**src/rtl/uart_pkg.sv**
```systemverilog
// Shared types and defaults for the buffered UART transmitter.
//   uart_state_e      : transmitter FSM states
//   CLKS_PER_BIT_DEF  : default bit period in clk cycles (50 MHz / 115200)
//   FIFO_DEPTH_DEF    : default transmit buffer depth in bytes
package uart_pkg;

    localparam int unsigned CLKS_PER_BIT_DEF = 434;
    localparam int unsigned FIFO_DEPTH_DEF   = 8;

    typedef enum logic [1:0] {
        IDLE,
        START,
        DATA,
        STOP
    } uart_state_e;

endpackage

```
**src/rtl/uart_tx_fifo_if.sv**
```systemverilog
// Byte-enqueue and status bundle of the buffered UART transmitter.
//   din      : byte to enqueue
//   wr       : single-cycle enqueue strobe
//   tx       : serial line, idles high
//   full     : buffer holds FIFO_DEPTH bytes
//   empty    : buffer holds no bytes
//   busy     : a frame is on the line
//   count    : buffer occupancy
//   overflow : sticky, a write was dropped
// master drives din/wr; slave is the transmitter.
interface uart_tx_fifo_if
    import uart_pkg::*;
#(
    parameter int unsigned FIFO_DEPTH = FIFO_DEPTH_DEF
);
    localparam int unsigned CW = $clog2(FIFO_DEPTH) + 1;

    logic [7:0]    din;
    logic          wr;
    logic          tx;
    logic          full;
    logic          empty;
    logic          busy;
    logic [CW-1:0] count;
    logic          overflow;

    modport master (
        output din, wr,
        input  tx, full, empty, busy, count, overflow
    );

    modport slave (
        input  din, wr,
        output tx, full, empty, busy, count, overflow
    );

endinterface

```
**src/rtl/tx_fifo.sv**
```systemverilog
// Synchronous byte FIFO feeding the UART transmitter.
//   clk, reset : clock, asynchronous active-low reset
//   din, wr    : write data and strobe (dropped while full)
//   rd         : pop strobe (ignored while empty)
//   dout       : head byte, valid while not empty
//   count      : occupancy; full/empty decoded from the registered count
module tx_fifo
    import uart_pkg::*;
#(
    parameter int unsigned DEPTH = FIFO_DEPTH_DEF,
    localparam int unsigned AW   = $clog2(DEPTH),
    localparam int unsigned CW   = AW + 1
) (
    input  logic          clk,
    input  logic          reset,
    input  logic [7:0]    din,
    input  logic          wr,
    input  logic          rd,
    output logic [7:0]    dout,
    output logic [CW-1:0] count,
    output logic          full,
    output logic          empty
);

    logic [7:0]    mem [DEPTH];
    logic [AW-1:0] wr_ptr_q, rd_ptr_q;
    logic [CW-1:0] count_q, count_d;
    logic          wr_en, rd_en;

    assign full  = (count_q == CW'(DEPTH));
    assign empty = (count_q == '0);
    assign count = count_q;
    assign dout  = mem[rd_ptr_q];

    // full is the registered value, so a write at full is dropped even if
    // a pop happens on the same edge.
    assign wr_en = wr && !full;
    assign rd_en = rd && !empty;

    always_comb begin
        count_d = count_q;
        case ({wr_en, rd_en})
            2'b10:   count_d = count_q + 1'b1;
            2'b01:   count_d = count_q - 1'b1;
            default: count_d = count_q;
        endcase
    end

    // Depth is a power of two, so pointers wrap by plain overflow.
    always_ff @(posedge clk or negedge reset) begin
        if (!reset) begin
            wr_ptr_q <= '0;
            rd_ptr_q <= '0;
            count_q  <= '0;
        end else begin
            if (wr_en) wr_ptr_q <= wr_ptr_q + 1'b1;
            if (rd_en) rd_ptr_q <= rd_ptr_q + 1'b1;
            count_q <= count_d;
        end
    end

    always_ff @(posedge clk) begin
        if (wr_en) mem[wr_ptr_q] <= din;
    end

endmodule

```
**src/rtl/uart_tx_fifo.sv**
```systemverilog
// Buffered 8N1 UART transmitter: a byte FIFO drained by a framing FSM.
//   clk   : system clock
//   reset : asynchronous active-low reset; aborts any frame, empties the FIFO
//   bus   : uart_tx_fifo_if slave (din/wr in; tx/full/empty/busy/count/overflow out)
// Frames run back to back while the FIFO has data; tx is a register.
module uart_tx_fifo
    import uart_pkg::*;
#(
    parameter int unsigned CLKS_PER_BIT = CLKS_PER_BIT_DEF,
    parameter int unsigned FIFO_DEPTH   = FIFO_DEPTH_DEF
) (
    input logic        clk,
    input logic        reset,
    uart_tx_fifo_if.slave bus
);

    localparam int unsigned CW        = $clog2(FIFO_DEPTH) + 1;
    localparam logic [15:0] BAUD_LAST = 16'(CLKS_PER_BIT - 1);

    logic [7:0]    fifo_dout;
    logic [CW-1:0] fifo_count;
    logic          fifo_full, fifo_empty;
    logic          pop;

    uart_state_e state_q, state_d;
    logic [15:0] baud_q, baud_d;
    logic [2:0]  bit_idx_q, bit_idx_d;
    logic [7:0]  shreg_q, shreg_d;
    logic        tx_q, tx_d;
    logic        overflow_q;
    logic        bit_done;

    tx_fifo #(
        .DEPTH (FIFO_DEPTH)
    ) u_fifo (
        .clk   (clk),
        .reset (reset),
        .din   (bus.din),
        .wr    (bus.wr),
        .rd    (pop),
        .dout  (fifo_dout),
        .count (fifo_count),
        .full  (fifo_full),
        .empty (fifo_empty)
    );

    assign bit_done = (baud_q == BAUD_LAST);

    always_comb begin
        state_d   = state_q;
        baud_d    = baud_q;
        bit_idx_d = bit_idx_q;
        shreg_d   = shreg_q;
        tx_d      = tx_q;
        pop       = 1'b0;

        case (state_q)
            IDLE: begin
                tx_d = 1'b1;
                if (!fifo_empty) begin
                    state_d = START;
                    pop     = 1'b1;
                    shreg_d = fifo_dout;
                    tx_d    = 1'b0;
                    baud_d  = '0;
                end
            end

            START: begin
                if (bit_done) begin
                    state_d   = DATA;
                    baud_d    = '0;
                    bit_idx_d = '0;
                    tx_d      = shreg_q[0];
                    shreg_d   = shreg_q >> 1;
                end else begin
                    baud_d = baud_q + 16'd1;
                end
            end

            DATA: begin
                if (bit_done) begin
                    baud_d = '0;
                    if (bit_idx_q == 3'd7) begin
                        state_d = STOP;
                        tx_d    = 1'b1;
                    end else begin
                        bit_idx_d = bit_idx_q + 3'd1;
                        tx_d      = shreg_q[0];
                        shreg_d   = shreg_q >> 1;
                    end
                end else begin
                    baud_d = baud_q + 16'd1;
                end
            end

            STOP: begin
                if (bit_done) begin
                    baud_d = '0;
                    // Chain straight into the next start bit when data waits.
                    if (!fifo_empty) begin
                        state_d = START;
                        pop     = 1'b1;
                        shreg_d = fifo_dout;
                        tx_d    = 1'b0;
                    end else begin
                        state_d = IDLE;
                    end
                end else begin
                    baud_d = baud_q + 16'd1;
                end
            end

            default: begin
                state_d = IDLE;
                tx_d    = 1'b1;
            end
        endcase
    end

    always_ff @(posedge clk or negedge reset) begin
        if (!reset) begin
            state_q   <= IDLE;
            baud_q    <= '0;
            bit_idx_q <= '0;
            shreg_q   <= '0;
            tx_q      <= 1'b1;
        end else begin
            state_q   <= state_d;
            baud_q    <= baud_d;
            bit_idx_q <= bit_idx_d;
            shreg_q   <= shreg_d;
            tx_q      <= tx_d;
        end
    end

    // Sticky until reset; fifo_full is the same registered flag the FIFO
    // uses to drop the write.
    always_ff @(posedge clk or negedge reset) begin
        if (!reset) begin
            overflow_q <= 1'b0;
        end else if (bus.wr && fifo_full) begin
            overflow_q <= 1'b1;
        end
    end

    assign bus.tx       = tx_q;
    assign bus.full     = fifo_full;
    assign bus.empty    = fifo_empty;
    assign bus.busy     = (state_q != IDLE);
    assign bus.count    = fifo_count;
    assign bus.overflow = overflow_q;

endmodule
```
**src/flat_wrapper.sv**
```systemverilog
// flat-port wrapper written by rule: the top's interface ports become plain ports
module uart_tx_fifo_flat import uart_pkg::*;
#(
    parameter int unsigned CLKS_PER_BIT = CLKS_PER_BIT_DEF,
    parameter int unsigned FIFO_DEPTH   = FIFO_DEPTH_DEF
)
  (clk, reset, bus_din, bus_wr, bus_tx, bus_full, bus_empty, bus_busy, bus_count, bus_overflow);
  uart_tx_fifo_if #(.FIFO_DEPTH(FIFO_DEPTH)) bus_i ();
  input logic clk;
  input logic reset;
  input wire logic [$bits(bus_i.din)-1:0] bus_din;
  input wire logic [$bits(bus_i.wr)-1:0] bus_wr;
  output wire logic [$bits(bus_i.tx)-1:0] bus_tx;
  output wire logic [$bits(bus_i.full)-1:0] bus_full;
  output wire logic [$bits(bus_i.empty)-1:0] bus_empty;
  output wire logic [$bits(bus_i.busy)-1:0] bus_busy;
  output wire logic [$bits(bus_i.count)-1:0] bus_count;
  output wire logic [$bits(bus_i.overflow)-1:0] bus_overflow;
  assign bus_i.din = bus_din;
  assign bus_i.wr = bus_wr;
  assign bus_tx = bus_i.tx;
  assign bus_full = bus_i.full;
  assign bus_empty = bus_i.empty;
  assign bus_busy = bus_i.busy;
  assign bus_count = bus_i.count;
  assign bus_overflow = bus_i.overflow;
  uart_tx_fifo #(.CLKS_PER_BIT(CLKS_PER_BIT), .FIFO_DEPTH(FIFO_DEPTH)) u_core (.clk(clk), .reset(reset), .bus(bus_i));
endmodule
```
**config.mk**
```make
export PLATFORM = sky130hd
export DESIGN_NAME = uart_tx_fifo_flat
export DESIGN_NICKNAME = d
export VERILOG_FILES = /design/src/rtl/uart_pkg.sv /design/src/rtl/uart_tx_fifo_if.sv /design/src/rtl/tx_fifo.sv /design/src/rtl/uart_tx_fifo.sv /design/src/flat_wrapper.sv
export SDC_FILE = /design/constraint.sdc
export NUM_CORES = 1
export LEC_CHECK = 0
export BUFFER_PORTS_ARGS = -buffer_cell sky130_fd_sc_hd__buf_2
export CORE_ASPECT_RATIO = 0.6
export CORE_UTILIZATION = 50
export DETAILED_ROUTE_END_ITERATION = 8
export GPL_ROUTABILITY_DRIVEN = 0
export PLACE_DENSITY = 0.67
export REMOVE_ABC_BUFFERS = 1
export SLEW_MARGIN = 20
export SYNTH_ARGS = -nofsm -noshare
export SYNTH_HDL_FRONTEND = slang
export SYNTH_SLANG_ARGS = --single-unit
```
**constraint.sdc**
```tcl
create_clock -name clk -period 3.2 [get_ports clk]
set_input_delay 0.8 -clock clk [delete_from_list [all_inputs] [get_ports clk]]
set_output_delay 0.8 -clock clk [all_outputs]
set_load 0.01 [all_outputs]
```
Word-level counts from Yosys, hierarchy flattened
Memories as Yosys holds them, arrays and structs flattened.
Cells that the tools add are included.
{"block": "word_totals", "ff_bits": 41, "mem_bits_rw": 64, "in_bits": 11, "out_inout_bits": 9, "wordCells": 79, "memories": 1}
{"block": "op_classes", "add_sub_neg": 6, "n_eq_ne": 15, "mux": 33, "reduce_logical": 15}
{"name": "u_core.u_fifo.mem", "depth": 8, "width": 8, "rd": 1, "rd_ports_with_merged_regs": 0, "wr": 1, "line_no": "tx_fifo.sv:25", "text": "logic [7:0] mem [DEPTH];"}
{"operator": "two-way mux 8 bit", "count": 5}
{"operator": "two-way mux 16 bit", "count": 2}
{"operator": "case mux 16 bit (2 select lines)", "count": 1}
{"operator": "case mux 8 bit (4 select lines)", "count": 1}
{"operator": "adder 16 x 1 -> 16 bit, second input constant", "count": 1}
{"operator": "equality test 16 x 9 -> 1 bit, second input constant", "count": 1}
{"operator": "AND reduction 4 bit", "count": 3}
{"operator": "two-way mux 1 bit", "count": 11}
{"operator": "two-way mux 2 bit", "count": 5}
{"operator": "adder 3 x 1 -> 3 bit, second input constant", "count": 3}
{"operator": "two-way mux 3 bit", "count": 3}
{"operator": "!= test 2 x 1 -> 1 bit, second input constant", "count": 4}
{"operator": "case mux 2 bit (4 select lines)", "count": 1}
{"operator": "case mux 4 bit (2 select lines)", "count": 1}
{"operator": "equality test 2 bit, second input constant", "count": 3}
{"operator": "!= test 2 bit, second input constant", "count": 3}
{"operator": "case mux 3 bit (2 select lines)", "count": 1}
{"operator": "nonzero test 2 bit", "count": 3}
{"operator": "AND reduction 5 bit", "count": 1}
{"operator": "adder 4 x 1 -> 4 bit, second input constant", "count": 1}
{"operator": "equality test 2 x 1 -> 1 bit, second input constant", "count": 2}
{"operator": "equality test 4 bit, second input constant", "count": 1}
{"operator": "logical NOT 4 bit", "count": 1}
{"operator": "case mux 1 bit (4 select lines)", "count": 1}
{"operator": "7 further kinds", "count": 10}

Longest topological paths before layout
Gate-level depths: netlist of run 1.
{"block": "depth", "depth_word": 7, "mapped_depth": 11, "depth_no_buf": 11}

Hierarchy
A second synthesis of run 1 with hierarchy kept.
{"block": "unflattened", "hier_cells": 333, "area_unflattened_um2": 4929.7}
{"module": "tx_fifo", "instances": 1, "cells_each": 160, "area_each_um2": 3124.2, "seq_area_each_um2": 2172.1}
{"module": "uart_tx_fifo", "instances": 1, "cells_each": 173, "area_each_um2": 1805.5, "seq_area_each_um2": 777.0}

Worst setup path after synthesis of run 1
No wires, ideal clock.
{"block": "synth_timing", "path_type": "reg-to-reg", "from": "register u_core.u_fifo.count_q[1], in the netlist u_core.u_fifo.count[1]", "to": "register u_core.u_fifo.count_q[3], in the netlist u_core.u_fifo.count[3]", "arrival_ps": 2567, "required_ps": 3120, "path_slack_ps": 553, "stages_incl_launch_ff": 11, "period_less_slack_ps": 2647, "cell_sequence": "dfrtp_1 or4_4 inv_1 nor3_1 nor2b_1 ha_1 ha_1 a21o_1 a21oi_1 mux2i_1 xnor2_1"}
{"block": "synth_via", "elab_chain_len": 7, "elab_cells_between_ends": 15, "cone_classes": "2 x add/sub; 3 x eq/ne; 4 x mux; 6 x reduce/logical"}
{"element": "from (decl)", "line_no": "tx_fifo.sv:27", "text": "logic [CW-1:0] count_q, count_d;"}
{"element": "from (signal assigned)", "line_no": "tx_fifo.sv:58", "text": "count_q <= count_d;"}
{"element": "logical NOT 4 bit *", "line_no": "tx_fifo.sv:31", "text": "assign empty = (count_q == '0);"}
{"element": "via bus_empty", "line_no": "flat_wrapper.sv:15", "text": "output wire logic [$bits(bus_i.empty)-1:0] bus_empty;"}
{"element": "two-way mux 1 bit", "line_no": "uart_tx_fifo.sv:60, uart_tx_fifo.sv:101"}
{"element": "two-way mux 1 bit", "line_no": "uart_tx_fifo.sv:98", "text": "if (bit_done) begin"}
{"element": "case mux 1 bit (2 select lines)", "line_no": "uart_tx_fifo.sv:57", "text": "case (state_q)"}
{"element": "logical AND 1 bit *", "line_no": "tx_fifo.sv:38", "text": "assign rd_en = rd && !empty;"}
{"element": "via u_core.u_fifo.rd_en", "line_no": "tx_fifo.sv:28", "text": "logic wr_en, rd_en;"}
{"element": "equality test 2 x 1 -> 1 bit / equality test 2 bit (equally long branches)", "line_no": "tx_fifo.sv:42", "text": "case ({wr_en, rd_en})"}
{"element": "case mux 4 bit (2 select lines) / nonzero test 2 bit (equally long branches)"}
The timed path passes the listed nets; every way through them passes the cells marked *.
A chain may end at the register's enable or synchronous reset.

Worst setup path after layout of run 1
{"block": "layout_timing", "from": "register u_core.state_q[1]", "to": "register u_core.u_fifo.count_q[3], in the netlist u_core.u_fifo.count[3]"}
{"block": "layout_via", "elab_chain_len": 5, "elab_cells_between_ends": 8, "cone_classes": "3 x eq/ne; 2 x mux; 3 x reduce/logical"}
{"element": "from (decl)", "line_no": "uart_tx_fifo.sv:25", "text": "uart_state_e state_q, state_d;"}
{"element": "from (signal assigned)", "line_no": "uart_tx_fifo.sv:129", "text": "state_q <= state_d;"}
{"element": "equality test 2 bit / logical NOT 2 bit (equally long branches)", "line_no": "uart_tx_fifo.sv:57"}
{"element": "case mux 1 bit (2 select lines) *", "line_no": "uart_tx_fifo.sv:57"}
{"element": "logical AND 1 bit *", "line_no": "tx_fifo.sv:38"}
{"element": "via u_core.u_fifo.rd_en", "line_no": "tx_fifo.sv:28"}
{"element": "equality test 2 x 1 -> 1 bit / equality test 2 bit (equally long branches)", "line_no": "tx_fifo.sv:42"}
{"element": "case mux 4 bit (2 select lines) / nonzero test 2 bit (equally long branches)"}
Marked as above.

==> key figures, run 1 <==
STA
  – Setup violators final: 0
  – Final hold vios: 0
  – Skew final: slightly above 0.007 ns
  – RSZ-0062 raised after global routing: no
  – Maximum clock rate: 0.357 GHz
  – Post-route minimum period: approximately 2.8 ns
  – Slew of the pin with the lowest slew margin: about 0.94 ns
  – Final period util: 87.6%
  – Relative slew slack: between 30% and 40%
  – Final critical-path setup slack: ~0.4 ns
  – Fin. max-slew vios: 0

Setup path
  – Register-to-register setup slack: just under 0.4 ns
  – Critical path's most frequent cell: ha_1
  – Critical path peak fanout: 9
  – Worst path slowest cell: ha_1
  – Crit-path leading delay family: adder cells
  – Required time worst endpoint: 3.48 ns
  – Buf/Inv on CP: 1
  – Crit-path max cell delay: 0.42 ns
  – R2R cell count: 10
  – WP data arrival: 3.09 ns
  – CP cell instances: inv_1 > ha_1 > nor3_1 > nor2b_1 > ha_1 > ha_1 > a21o_1 > a21oi_1 > mux2i_1 > xnor2_1
  – Reg2Reg Capture Point: u_core.u_fifo.count[3]
  – CP endpoint kind: flop
  – Crit start category: flop
  – Critical path class: reg -> reg
  – FF-to-FF Start: u_core.state_q[1]

Synth
  – Async S/R FF share, synth: about two fifths
  – Synth Cell Area: around 4800 sq um
  – Synth top area cells: edfxtp_1 40%, dfrtp_1 21%, mux4_2 7.4%
  – Register area share after synthesis: between 60% and 70%
  – Top-area cell type share of the netlist area: between 30 and 40%
  – Post-synthesis instance total: between 300 and 400
  – Synth cell count leaders: 64 x edfxtp_1, 40 x dfrtp_1, 27 x nand2_1
  – Yosys reg bits: 105
  – Warnings, synthesis: 0
  – Number of flops mapped to enable cells by yosys: 64
  – Synth cell types: 56
  – Post-synth top flop: edfxtp_1
  – Leading area contributor after synthesis: edfxtp_1
  – Top-count cell post-synth: edfxtp_1
  – Syn Area/Cell: ~14 sq um

Cells and area
  – Syn-to-layout area delta: 12.3%
  – Antenna cells: 0
  – Share of cells above drive strength 1: approximately 20%
  – FILL cells: 740
  – Final Net Count: roughly 400
  – Design area: roughly 5400 sq um

Clocking
  – CTS Sinks: around 110
  – CTS-repair resized insts: 0
  – Hold_buf cts: 0
  – Worst-path clk slew: about 0.080 ns
  – CTS tree: built
  – Clock buffer depth: 2
  – Clk root buf: clkbuf_16
  – H-tree lvl count: 3
  – Setup Buffers After CTS: 0
  – CTS Buf Count: 9
  – Clk_lat worst skew: ~0.35 ns

Drt
  – DRT Pass-1 Iters: 4
  – Via count: between 2,000 and 3,000
  – Via density per instance: between 5 and 6
  – Routed Antenna Nets: 0
  – Drc violations: 0
  – Initial DRC Count: 210
  – Routed len/inst: about 18 um
  – Routed WL: 9.22 mm

Die
  – Die Ht: around 78 um
  – Die area: a little over 10,000 sq um
  – Die Wd: roughly 130 um
  – Ports: 20
  – Core Area: between 9000 and 10,000 sq um
  – Starting Density: 52.1%
  – Row cnt: 27

GRT
  – Number of global-route vias before repair: between 2,000 and 3,000
  – Largest net degree at the start of global routing: 42
  – Gr ovfl total: 0
  – GRT Util Overall: 20.4%
  – First-pass GRT wire length: 14.8 mm
  – Antenna violations before repair: 0

Outcome
  – Status: finished clean

Pwr
  – P per Cell Area: 923 nW/um^2
  – Pleak: approximately 2.1 nW
  – Power Total: approximately 0.0050 W
  – Worst IR Drop VDD: about 460 uV

Worst hold path
  – Hold path depth: 1
  – Hold WC Path Type: reg -> reg
  – End point of the worst hold path: u_core.bus.overflow
  – Hold Path Origin: u_core.bus.overflow

Placed design
  – Port bufs: 19
  – Final HPWL DP: around 6.4 mm
  – Pre-CTS setup slack: approximately 0.40 ns
  – Area after DPL: approximately 5000 sq um

Job
  – Max-cap violations: 0
==> through the flow <==
stage,std cells,hold WS (ns),util (%),setup TNS (ns)
2_1_floorplan,335,0.476,-,-0.211
3_3_place_gp,497,0.434,55.0,0
3_5_place_dp,497,0.440,55.0,0
4_1_cts,513,0.458,58.6,0
5_1_grt,513,0.495,58.6,0
6_report,513,0.453,58.6,0
==> sequential cells by signal, indices dropped and copies added (netlist names) <==
register,cells
u_core.u_fifo.count,4
u_core.u_fifo.rd_ptr_q,3
u_core.bit_idx_q,3
u_core.bus.overflow,1
u_core.u_fifo.wr_ptr_q,3
u_core.bus.tx,1
u_core.state_q,2
u_core.u_fifo.mem,64
u_core.baud_q,16
u_core.shreg_q,8
==> logic make-up (layout without fill, tap and decap cells) <==
| logic type | Yosys count | count (layout) | share of synthesized area (%) |
|---|---|---|---|
| compound gates | 67 | 67 | 8.94 |
| xor+xnor | 6 | 6 | 1.08 |
| fa+ha+maj | 15 | 15 | 4.03 |
| buf+inv | 34 | 64 | 3.20 |
| flops | 105 | 105 | 60.9 |
| mux | 31 | 31 | 11.1 |
| simple gates | 95 | 95 | 10.8 |
==> worst max-delay path by stage <==
stage	startpoint	end	cells after the start
after CTS	u_core.state_q[0]	u_core.u_fifo.count[3]	10
after floorplan	u_core.baud_q[0]	u_core.u_fifo.count[3]	10
after global placement	u_core.state_q[0]	u_core.u_fifo.count[3]	10
after detailed placement	u_core.state_q[0]	u_core.u_fifo.count[3]	10
after global routing	u_core.state_q[0]	u_core.u_fifo.count[3]	10
final	u_core.state_q[1]	u_core.u_fifo.count[3]	10
==> layout make-up <==
class / count / area [sq um] / area share [%]
clock inverter: 7 / 105 / 1.93
clock buffer: 9 / 225 / 4.14
sequential: 105 / 2950 / 54.2
inverter: 16 / 60.1 / 1.10
tap: 130 / 163 / 2.99
timing repair buffer: 32 / 193 / 3.54
multi-input combinational: 214 / 1750 / 32.1
==> worst register-to-register path: cells and delay by family (launching register included) <==
kind | cells | cell delay [ns]
adders and majority gates | 3 | 0.95
and+or+nand+nor | 2 | 0.55
xor gates and xnor gates | 1 | 0.13
DFF | 1 | 0.40
AOI/OAI and AO/OA | 2 | 0.36
buffers and inverters | 1 | 0.11
muxes | 1 | 0.23
==> placed cells by master (no fill, tap or decap), types with 14 or more instances in the layout <==
cell type / count
a21oi_1: 18
ha_1: 14
nor2_1: 19
nand2_1: 27
edfxtp_1: 64
mux4_2: 16
dfrtp_1: 40
buf_2: 19
inv_1: 16
==> where the power goes <==
group	leakage, nW	total, W	internal, W	switching, W
logic	0.871	0.00184	0.000874	0.000962
clock network	0.162	0.00119	0.000639	0.000548
registers	1.09	0.00200	0.00175	0.000243
total	2.13	0.00502	0.00327	0.00175
==> routing by layer <==
layer,global-route usage (%),vias up,share of wire (%)
met3,5.18,10,6.5
met5,0,-,0
met1,31.8,1485,50
met2,27.5,76,42
li1,-,1396,-
met4,6.47,0,1.3
Power figures use the tool's default switching activity.
==> run 2, diff against run 1 <==
==> constraint.sdc (replaced) <==
create_clock -name clk -period 3.2 [get_ports clk]
set_input_delay 0.16 -clock clk [delete_from_list [all_inputs] [get_ports clk]]
set_output_delay 0.16 -clock clk [all_outputs]
set_load 0.01 [all_outputs]
==> run 2 against run 1 <==
Net effect: first-iteration DRC count fell by 21%; die area did not move; register-to-register slack got worse by 0.02 ns; largest cell class unchanged; setup slack got worse by 0.023 ns; sequential share of layout area rose by 0.48 points; critical endpoint unchanged; critical path depth did not move; power fell by 2.1%; clock skew rose by 0.0021 ns; core utilization fell by 0.51 points.
==> key figures, run 2 (synthesis results as in run 1) <==
GRT
  – Number of global-route vias before repair: around 2,800
  – Antenna violations before repair: 0
  – Gr ovfl total: 0
  – Largest net degree at the start of global routing: 42
  – First-pass GRT wire length: 15.0 mm
  – GRT Util Overall: 20.2%

Drt
  – Initial DRC Count: 166
  – Routed WL: roughly 9.3 mm
  – Via density per instance: 5.80
  – Drc violations: 0
  – Routed Antenna Nets: 0
  – DRT Pass-1 Iters: 4
  – Via count: roughly 3,000
  – Routed len/inst: around 18 um

Job
  – Max-cap violations: 0

Outcome
  – Status: finished clean

STA
  – WHS: between 0.03 and 0.04 ns
  – Slew of the pin with the lowest slew margin: ~0.9 ns
  – Setup violators final: 0
  – Relative slew slack: a little under two fifths
  – Final critical-path setup slack: roughly 0.37 ns
  – RSZ-0062 raised after global routing: no
  – Skew final: between 0.009 and 0.01 ns
  – Fin. max-slew vios: 0
  – Maximum clock rate: between 0.3 and 0.4 GHz
  – Setup TNS Final: 0 ns
  – Final period util: between 80% and 90%
  – Post-route minimum period: ~2.8 ns
  – Final hold vios: 0

Clocking
  – Clk_lat worst skew: between 0.3 and 0.4 ns
  – Hold_buf cts: 1
  – Worst-path clk slew: about 0.080 ns
  – Setup Buffers After CTS: 0
  – Clock buffer depth: 2
  – CTS tree: built
  – Clk root buf: clkbuf_16
  – CTS Sinks: approximately 110
  – H-tree lvl count: 3
  – CTS Buf Count: 9
  – CTS-repair resized insts: 0

Pwr
  – P per Cell Area: roughly 910 nW/um^2
  – Worst IR Drop VDD: 393 uV
  – Pleak: between 2 and 2.5 nW

Die
  – Die Ht: about 80 um
  – Core Area: ~9300 sq um
  – Die Wd: approximately 130 um
  – Row cnt: 27
  – Ports: 20
  – Starting Density: 52.1%
  – Die area: just over 10,000 sq um

Setup path
  – Crit start category: flop
  – Register-to-register setup slack: about 0.37 ns
  – CP endpoint kind: flop
  – CP Capture Point: u_core.u_fifo.count[3]
  – Required time worst endpoint: roughly 3.5 ns
  – Reg2Reg Capture Point: u_core.u_fifo.count[3]
  – FF-to-FF Start: u_core.state_q[0]
  – WP data arrival: 3.10 ns
  – R2R cell count: 10
  – Critical path class: reg -> reg
  – Worst setup path start: u_core.state_q[0]
  – Critical path peak fanout: 9

Cells and area
  – Footprint of the multi-input gates: roughly 1700 sq um
  – Largest Register: u_core.u_fifo.mem
  – FILL cells: approximately 740
  – Antenna cells: 0
  – Post-layout util: about three fifths
  – Top Registers: u_core.u_fifo.mem x64, u_core.baud_q x16, u_core.shreg_q x8
  – Register area: around 2900 sq um
  – Share of cells above drive strength 1: between 10% and 20%
  – Post-Layout Cell Count: roughly 500
  – Commonest non-fill, non-tap cell in the layout: edfxtp_1
  – Final Net Count: about 400
  – Most frequent cells in the layout: 64 x edfxtp_1, 40 x dfrtp_1, 27 x nand2_1
  – Max FFs per register: between 60 and 70
  – Syn-to-layout area delta: 11.4%

Placed design
  – Pre-CTS setup slack: between 0.3 and 0.4 ns
  – Port bufs: 19
  – Final HPWL DP: approximately 6.4 mm
  – Cells after DPL: around 490

Worst hold path
  – Hold path depth: 2
  – Hold WC Path Type: in -> reg
==> run 2: area by class of cell <==
class	count	share of cell area, %
clock buffers	9	4.18
flip-flops and latches	105	54.7
well taps	130	3.02
clock inverters	7	1.44
inverters	16	1.11
repair buffers	29	3.20
multi-input cells	214	32.4
==> run 2: power breakdown <==
part           leakage [nW]  internal (W)  total [W]  switching [W]
Combinational         0.853      0.000859    0.00180       0.000941
Clock                 0.147      0.000559    0.00109       0.000528
Sequential             1.09       0.00175    0.00203       0.000274
Total                  2.09       0.00317    0.00492        0.00174
==> run 2: worst min-delay path by stage <==
stage / startpoint / end / slack (ns)
2_1_floorplan: reset / u_core.baud_q[0] / -0.14
3_3_place_gp: reset / u_core.u_fifo.wr_ptr_q[2] / 0.35
3_5_place_dp: reset / u_core.u_fifo.wr_ptr_q[1] / 0.35
4_1_cts: bus_wr / u_core.bus.overflow / 0.02
5_1_grt: bus_wr / u_core.bus.overflow / 0.04
6_report: bus_wr / u_core.bus.overflow / 0.03
==> run 2: metrics by stage <==
step                total power (W)  cell area, sq um
floorplan                   0.00330              4750
global placement            0.00380              5080
detailed placement          0.00385              5080
CTS                         0.00495              5390
global route                0.00521              5390
finish                      0.00492              5390
==> run 2: worst max-delay path: stages, from the launching register on <==
cell     delay (ns)
dfrtp_1        0.40
inv_1          0.11
ha_1           0.43
nor3_1         0.27
nor2b_1        0.30
ha_1           0.28
ha_1           0.25
a21o_1         0.18
a21oi_1        0.16
mux2i_1        0.24
xnor2_1        0.13
==> run 2: routing by layer <==
layer	vias up	track usage [%]	routed length, um
met3	7	4.98	564
met1	1474	30.7	4530
met4	0	5.53	73
li1	1388	-	-
met2	87	28.6	4110
met5	-	0	0
==> run 3, diff against run 2 <==
==> constraint.sdc (replaced) <==
create_clock -name clk -period 2.8 [get_ports clk]
set_input_delay 0.14 -clock clk [delete_from_list [all_inputs] [get_ports clk]]
set_output_delay 0.14 -clock clk [all_outputs]
set_load 0.01 [all_outputs]
==> run 3 against run 2 <==
Net effect: via count rose by 2.3%; sequential share of layout area fell by 1.5 points; cell count rose by 3.1%; sequential power rose by 11%; critical path type unchanged; combinational power rose by 22%; non-clock buffer count rose by 16; largest cell class unchanged; design area rose by 2.8%; flip-flop and latch count did not move; highest routed layer unchanged.
==> key figures, run 3 (synthesis results as in run 1) <==
Pwr
  – Int Pwr: between 0.003 and 0.004 W
  – Sw Ratio: 34.9%
  – Clock Power Share: a little under a quarter
  – Reg power frac: about two fifths
  – Pleak: around 2.2 nW
  – P per Cell Area: ~1000 nW/um^2
  – Worst IR Drop VDD: 490 uV
  – Sw power: 0.00202 W
  – Combinational fraction of design power: between 30% and 40%

Cells and area
  – Syn-to-layout area delta: 14.5%
  – Share of cells above drive strength 1: 23.7%
  – Post-layout util: 59.7%
  – Antenna cells: 0
  – Commonest non-fill, non-tap cell in the layout: edfxtp_1
  – Top Registers: u_core.u_fifo.mem x64, u_core.baud_q x16, u_core.shreg_q x8
  – Max FFs per register: 64
  – Final Net Count: about 420
  – Most frequent cells in the layout: 64 x edfxtp_1, 40 x dfrtp_1, 27 x nand2_1
  – Largest Register: u_core.u_fifo.mem

Setup path
  – Crit-path max cell delay: 0.59 ns
  – Critical path's most frequent cell: ha_1
  – Critical path class: reg -> reg
  – Required time worst endpoint: between 3 and 4 ns
  – CP cell instances: or4_4 > inv_1 > nor3_2 > nor2b_2 > ha_1 > ha_1 > a21o_1 > a21oi_1 > mux2i_1 > xnor2_1
  – Crit start category: flop
  – Worst path slowest cell: or4_4
  – CP endpoint kind: flop
  – Critical path peak fanout: 5
  – WP data arrival: 2.94 ns

Job
  – Max-cap violations: 0

Placed design
  – Pre-CTS setup slack: between 0.15 and 0.2 ns
  – Port bufs: 19
  – Final HPWL DP: approximately 6.6 mm

Clocking
  – Setup Buffers After CTS: 0
  – Clk_lat worst skew: about 0.35 ns
  – Worst-path clk slew: around 0.070 ns
  – CTS tree: built
  – CTS Sinks: about 110
  – H-tree lvl count: 3
  – Clk root buf: clkbuf_16
  – Clock buffer depth: 2
  – CTS Buf Count: 9

STA
  – Final hold vios: 0
  – Relative slew slack: between 30% and 40%
  – WHS: approximately 0.0072 ns
  – Final period util: a little over nine tenths
  – Maximum clock rate: 0.375 GHz
  – Slew of the pin with the lowest slew margin: 0.960 ns
  – Setup TNS Final: 0 ns
  – Final critical-path setup slack: roughly 0.14 ns
  – Fin. max-slew vios: 0
  – Post-route minimum period: around 2.7 ns
  – Skew final: approximately 0.0048 ns
  – Setup violators final: 0

GRT
  – Largest net degree at the start of global routing: between 40 and 50
  – GRT Util Overall: 21.0%
  – Gr ovfl total: 0
  – Number of global-route vias before repair: around 2,900
  – Antenna violations before repair: 0
  – First-pass GRT wire length: around 15 mm

Drt
  – Initial DRC Count: about 230
  – Drc violations: 0
  – Via density per instance: roughly 5.7
  – Via count: approximately 3,000
  – Routed Antenna Nets: 0
  – Routed WL: approximately 9.6 mm
  – Routed len/inst: 18.2 um
  – DRT Pass-1 Iters: 4

Die
  – Ports: 20
  – Die Ht: about 78 um
  – Core Area: ~9300 sq um
  – Row cnt: 27
  – Starting Density: 52.1%
  – Die area: 10,100 sq um
  – Die Wd: 129 um

Worst hold path
  – Hold WC Path Type: in -> reg

Outcome
  – Status: finished clean
[run 3: changes by cell type in the layout (fill, tap and decap cells not counted), sizes merged]
cell      delta
clkinvlp     -1
inv          +1
clkinv       -1
bufinv       +1
buf         +16
[run 3: final cells by class]
class | count | area, sq um
inverters | 16 | 60.1
multi-input cells | 214 | 1760
clock inverters | 7 | 92.6
repair buffers | 45 | 293
fillers | 740 | 3740
well taps | 130 | 163
flip-flops and latches | 105 | 2950
clock buffers | 9 | 225
[run 3: metrics by stage]
stage / area (sq um) / cells / total power, W
finish: 5550 / 526 / 0.00580
detailed placement: 5200 / 509 / 0.00446
global route: 5550 / 526 / 0.00613
floorplan: 4750 / 335 / 0.00377
global placement: 5200 / 509 / 0.00438
CTS: 5530 / 526 / 0.00582
[run 3: path summary, 6_finish.rpt]
path                                        startpoint                      to  slack [ns]  depth (start not counted)
worst max-delay path            u_core.u_fifo.count[1]  u_core.u_fifo.count[3]        0.14                         10
worst min-delay path                            bus_wr     u_core.bus.overflow       0.007                          2
worst max register to register  u_core.u_fifo.count[1]  u_core.u_fifo.count[3]        0.14                         10
worst min register to register     u_core.bus.overflow     u_core.bus.overflow        0.47                          1
max in group asynchronous                        reset        u_core.baud_q[6]        1.73                          2
min in group asynchronous                        reset     u_core.bus.overflow        0.46                          2
[run 3: metal layers]
metal	track usage, %	share of wire [%]	wire length (um)	vias up
li1	-	-	-	1427
met1	31.2	50	4780	1517
met2	30.5	44	4210	71
met3	5.18	5.2	495	8
met4	6.00	0.99	95	0
met5	0	0	0	-
[run 3: power groups by stage]
stage / Clock [W] / Combinational, W / Sequential [W]
floorplan: 0 / 0.00146 / 0.00232
global placement: 0 / 0.00212 / 0.00226
detailed placement: 0 / 0.00217 / 0.00228
CTS: 0.00137 / 0.00219 / 0.00225
global route: 0.00142 / 0.00241 / 0.00229
finish: 0.00135 / 0.00219 / 0.00226
[run 3: worst max-delay path, delay by kind of cell (launching register included)]
kind,cells,cell delay [ns]
and+or+nand+nor,3,0.81
adders and majority gates,2,0.51
DFF,1,0.42
AOI/OAI and AO/OA,2,0.34
muxes,1,0.24
xor gates and xnor gates,1,0.14
buffers and inverters,1,0.13
[run 3: repair_timing]
action / in CTS / in global routing
endpoints found under the hold margin: 40 / 0
gates resized for setup: 0 / 4
hold buffers: 1 / 0
endpoints found under the setup margin: 0 / 2
